===== src/rtl/mux_pkg.sv =====
// Shared constants for the N-channel registered multiplexer and its arbiter.
package mux_pkg;

    // Selection mode encoding for the modo input
    localparam logic MODO_FIXO = 1'b0;
    localparam logic MODO_RR   = 1'b1;

endpackage : mux_pkg


===== src/rtl/arbitro_rr.sv =====
// Round-robin arbiter: rotating-priority search starting at ptr, one-hot grant.
// ptr moves to one past the granted channel whenever avanca is asserted.
module arbitro_rr #(
    parameter int N = 4
) (
    input  logic                         clock,
    input  logic                         reset,
    input  logic [N-1:0]                 req,
    input  logic                         avanca,
    output logic [N-1:0]                 grant,
    output logic [$clog2(N)-1:0]         grant_idx
);

    localparam int SEL_W = $clog2(N);

    logic [SEL_W-1:0] ptr_reg;
    logic [SEL_W-1:0] ptr_next;
    logic [SEL_W:0]   sum;
    logic [SEL_W-1:0] cand;
    logic             found;

    // Search req starting at ptr, wrapping past N-1 back to 0; first hit wins
    always_comb begin
        grant     = '0;
        grant_idx = '0;
        found     = 1'b0;
        sum       = '0;
        cand      = '0;
        for (int i = 0; i < N; i++) begin
            sum = {1'b0, ptr_reg} + (SEL_W+1)'(i);
            if (sum >= (SEL_W+1)'(N)) begin
                sum = sum - (SEL_W+1)'(N);
            end
            cand = sum[SEL_W-1:0];
            if (!found && req[cand]) begin
                found       = 1'b1;
                grant[cand] = 1'b1;
                grant_idx   = cand;
            end
        end
    end

    // Next pointer: one past the granted channel, wrapping (N need not be a power of two)
    always_comb begin
        if ({1'b0, grant_idx} == (SEL_W+1)'(N - 1)) begin
            ptr_next = '0;
        end else begin
            ptr_next = grant_idx + SEL_W'(1);
        end
    end

    // Pointer register; only advances on a round-robin transfer
    always_ff @(posedge clock or posedge reset) begin
        if (reset) begin
            ptr_reg <= '0;
        end else if (avanca) begin
            ptr_reg <= ptr_next;
        end
    end

endmodule : arbitro_rr


===== src/rtl/mux_arbitro_n.sv =====
// N-channel, WIDTH-bit registered multiplexer with valid/ready handshake.
// Channel chosen by controle (fixed mode) or by a round-robin arbiter.
module mux_arbitro_n
    import mux_pkg::*;
#(
    parameter int WIDTH = 8,
    parameter int N     = 4,
    parameter int SEL_W = $clog2(N)
) (
    input  logic                 clock,
    input  logic                 reset,
    input  logic                 modo,
    input  logic [SEL_W-1:0]     controle,
    input  logic [N-1:0]         in_valid,
    input  logic [N*WIDTH-1:0]   in_data,
    output logic [N-1:0]         in_ready,
    output logic [WIDTH-1:0]     saida,
    output logic                 saida_valid,
    input  logic                 saida_ready,
    output logic [SEL_W-1:0]     canal
);

    logic [WIDTH-1:0] ch_data [N];
    logic [N-1:0]     rr_grant;
    logic [SEL_W-1:0] rr_idx;
    logic [SEL_W-1:0] sel;
    logic             load_en;
    logic             ctrl_ok;
    logic             transfer;
    logic             avanca;

    // Unflatten the input bus into one word per channel
    generate
        for (genvar gi = 0; gi < N; gi++) begin : g_unpack
            assign ch_data[gi] = in_data[gi*WIDTH +: WIDTH];
        end
    endgenerate

    assign load_en  = !saida_valid || saida_ready;
    // controle may exceed N-1 when N is not a power of two
    assign ctrl_ok  = ({1'b0, controle} < (SEL_W+1)'(N));
    assign transfer = |(in_valid & in_ready);
    assign avanca   = transfer && (modo == MODO_RR);

    arbitro_rr #(
        .N(N)
    ) u_arbitro (
        .clock     (clock),
        .reset     (reset),
        .req       (in_valid),
        .avanca    (avanca),
        .grant     (rr_grant),
        .grant_idx (rr_idx)
    );

    // Grant selection: fixed index readiness ignores in_valid, round-robin follows the arbiter
    always_comb begin
        in_ready = '0;
        sel      = controle;
        if (modo == MODO_RR) begin
            sel = rr_idx;
            if (load_en) begin
                in_ready = rr_grant;
            end
        end else if (ctrl_ok && load_en) begin
            in_ready = N'(1) << controle;
        end
    end

    // Output register: load on transfer, drop valid when consumed, hold while stalled
    always_ff @(posedge clock or posedge reset) begin
        if (reset) begin
            saida       <= '0;
            saida_valid <= 1'b0;
            canal       <= '0;
        end else if (transfer) begin
            saida       <= ch_data[sel];
            canal       <= sel;
            saida_valid <= 1'b1;
        end else if (saida_ready) begin
            saida_valid <= 1'b0;
        end
    end

endmodule : mux_arbitro_n


===== config.mk =====
export PLATFORM = sky130hd
export DESIGN_NAME = mux_arbitro_n
export DESIGN_NICKNAME = d
export VERILOG_FILES = /design/src/rtl/mux_pkg.sv /design/src/rtl/arbitro_rr.sv /design/src/rtl/mux_arbitro_n.sv
export SDC_FILE = /design/constraint.sdc
export NUM_CORES = 1
export LEC_CHECK = 0
export CORE_AREA = 2 2 65 67
export CTS_CLUSTER_SIZE = 20
export DETAILED_ROUTE_END_ITERATION = 16
export DIE_AREA = 0 0 67 69
export PLACE_DENSITY = 0.83
export SYNTH_ARGS = -nofsm -noshare
export SYNTH_HDL_FRONTEND = slang
export SYNTH_SLANG_ARGS = --single-unit

===== constraint.sdc =====
create_clock -name clock -period 3.2 [get_ports clock]
set_clock_uncertainty 0.2 [all_clocks]
set_input_delay 0.64 -clock clock [delete_from_list [all_inputs] [get_ports clock]]
set_output_delay 0.64 -clock clock [all_outputs]
set_load 0.01 [all_outputs]

==> results.yml <==
synthesis:
  synth_area_leaders: "dfrtp_1, mux2i_1, mux2_4, ha_1, a21oi_1"
  syn-num-nets: 209
  synthesis.instances: 159
  synth_top_area_cell: "dfrtp_1"
  synth_warnings: 0
  yosys.cell_count.top_type: "mux2i_1"
  synth_ff_type: "dfrtp_1"
  synth_top_area_share_pct: 21.1
  ys_seq_elements: 13
  async_flop_share_pct: 100
  avgSynthCellArea_sq_um: 9.69
  synth.distinct_cells: 40
  yosysSeqAreaShare_pct: 21.1
  synthesis.area_sq_mm: 0.00154
  synth_edf_count: 0
  synth_common_cells: "mux2i_1, a21oi_1, dfrtp_1"
global_route:
  grt_overflow_total: 0
  grt.met3_usage_pct: 4.40
  grt_first_pass_wirelength_mm: 8.24
  grt_max_degree: 18
  top_usage_layer: "met2"
  met1_usage_pct: 28.9
  grt_usage_pct: 22.5
  grt.met2_usage_pct: 38.3
  grt_pass1_vias: 1738
  antenna_found_initial: 0
final_layout:
  antenna_cells: 0
  design_area_sq_mm: 0.00270
  largest_reg_flops: 8
  nets: 305
  drive_gt1_share_pct: 39.4
  fillers: 283
  largest-register: "saida"
  area_growth_syn_to_layout_pct: 75.1
  largest_registers: "saida (8), canal (2)"
  postLayoutCoreUtil_pct: 68.9
placement:
  dpl_cell_area_sq_mm: 0.00243
  gp_congestion: 0.849
  dp_hpwl_mm: 3.79
  portBuffers: 56
clock_network:
  clk-insertion-delay-late_ns: 0.24
  cts_made_buffers: 3
  h-tree-depth: 1
  cts_buffer_depth: 2
  cts_tree: "built"
  clk_pin_slew_worst_paths_ns: 0.05
  cts_sinks: 13
  cts_root_buffer: "clkbuf_8"
  hold_buffers: 0
setup_path:
  cp-start-kind: "input pin"
  r2r-start: "u_arbitro.ptr_reg[1]"
  worstSetupEndpointType: "flop"
  critical-path-max-stage-delay_ns: 0.54
  crit_path_top_delay_cell: "mux4_2"
  reg2reg_setup_slack_ns: 0.08
  path_class: "input pin to flop"
  arrival_ns: 3.10
  path_cells: "buf_2 -> buf_4 -> mux4_2 -> buf_6 -> a21oi_2 -> a21oi_2 -> buf_4 -> a211o_1 -> nor4_4 -> clkbuf_16 -> mux2_4"
  cp.required_ns: 3.12
  cp_max_fo: 5
  cp-startpoint: "in_valid[0]"
floorplan:
  die_h_microns: 69
  ioPinCount: 57
  start_util_pct: 39.4
  die-area_sq_mm: 0.00462
  core_area_sq_mm: 0.00391
  rows: 23
  die_x_microns: 67
routing:
  drc_errors: 0
  drt_wl_total_mm: 5.25
  first_pass_iters: 4
  wire_per_inst_microns: 17.3
  drtAntennaViolNets: 0
  via_per_inst: 5.53
  drt_iter0_drc: 104
  via_count: 1682
timing:
  maxSlewViolCount: 0
  layout_min_cycle_time_ns: 3.17
  fin_crit_sh_pct: 99.2
  worstMarginPinSlew_ns: 0.581
  setup_viol: 0
  hold_violations: 0
  max_freq_mhz: 315
  max_slew_margin_pct: 61.2
hold_path:
  hold_path.class: "flop to flop"
  hold_start: "saida[0]"
status:
  status: "completed"
power:
  p_per_area_mw_per_mm2: 898
  p_leak_nw: 1.24
  worst_ir_drop_vdd_v: 0.000498
run:
  drv_cap: 0
path summary, 6_finish.rpt:
check                      depth (start not counted)                    to
min                                                1              saida[0]
max                                               11              saida[5]
min in group asynchronous                          2              canal[0]
max in group asynchronous                          2  u_arbitro.ptr_reg[1]
min reg2reg                                        1              saida[0]
max reg2reg                                       12              saida[5]
stage by stage:
step	hold slack [ns]	instances	total power, mW	setup slack, ns	TNS, ns
finish	0.314	304	2.42	0.0255	0
global route	0.331	304	2.56	-0.0124	-0.0373
CTS	0.316	301	2.20	-0.0525	-0.0865
detailed placement	0.298	292	1.92	-0.597	-7.34
global placement	0.287	292	1.89	-0.583	-7.30
floorplan	0.317	159	1.26	0.0134	0
routing by layer:
metal | vias up | wire length, microns
li1 | 786 | -
met1 | 825 | 2130
met2 | 65 | 2790
met3 | 6 | 278
met4 | 0 | 55
met5 | - | 0
layout make-up:
type	instances	area, sq um	area share (%)
Multi-Input combinational cell	127	1290	48.0
Timing Repair Buffer	99	926	34.3
Sequential cell	13	328	12.2
Tap cell	50	62.6	2.32
Clock buffer	4	45.0	1.67
Inverter	11	41.3	1.53
power by group:
part	switching [mW]	internal [mW]
combinational	0.890	1.08
clock	0.0576	0.0879
sequential	0.0505	0.256
cell usage in the layout (no fill, tap or decap), types with 2 or more instances in the layout:
| master | netlist | final |
|---|---|---|
| clkdlybuf4s50_1 | 0 | 48 |
| buf_4 | 2 | 34 |
| mux2i_1 | 29 | 28 |
| dfrtp_1 | 13 | 11 |
| inv_1 | 11 | 10 |
| mux2_4 | 8 | 8 |
| nor2_1 | 8 | 7 |
| a21oi_2 | 0 | 7 |
| a21oi_1 | 14 | 7 |
| ha_1 | 8 | 7 |
| buf_2 | 4 | 6 |
| mux4_2 | 3 | 4 |
| o21ai_0 | 4 | 4 |
| nand2_1 | 4 | 4 |
| and3_1 | 4 | 4 |
| buf_6 | 1 | 4 |
| buf_12 | 0 | 4 |
| mux2_2 | 3 | 3 |
| and3b_1 | 3 | 3 |
| clkbuf_8 | 0 | 3 |
| mux2i_4 | 1 | 2 |
| o211ai_1 | 2 | 2 |
| o21ai_2 | 0 | 2 |
| nand3b_1 | 2 | 2 |
| nor2b_1 | 3 | 2 |
| nor3_2 | 0 | 2 |
| a31oi_2 | 1 | 2 |
| nand3_1 | 2 | 2 |
| a31oi_1 | 3 | 2 |
| o31a_1 | 2 | 2 |
| nand2b_1 | 2 | 2 |
| a221oi_4 | 0 | 2 |
| nor4_4 | 1 | 2 |
| nor3_1 | 4 | 2 |
| dfrtp_2 | 0 | 2 |
| clkbuf_2 | 0 | 2 |
timing repair:
action / in CTS / in global routing
pin swaps: 5 / 11
resized for setup: 31 / 30
endpoints found under the setup margin: 17 / 15
buffers inserted: 4 / 2
gates cloned: 1 / 1
worst max-delay path: cells and delay by family:
kind,cells,cell delay [ns]
mux,2,0.83
simple gates,1,0.35
compound gates,3,0.49
buf+inv,5,0.80
cell families after synthesis:
kind of cell	Yosys count	synth area share, %
DFF	13	21.1
and+or+nand+nor	38	15.5
adders and majority gates	8	6.50
buffers and inverters	20	6.17
xor gates and xnor gates	1	0.569
muxes	44	34.7
AOI/OAI and AO/OA	35	15.4
Power figures use the tool's default switching activity.
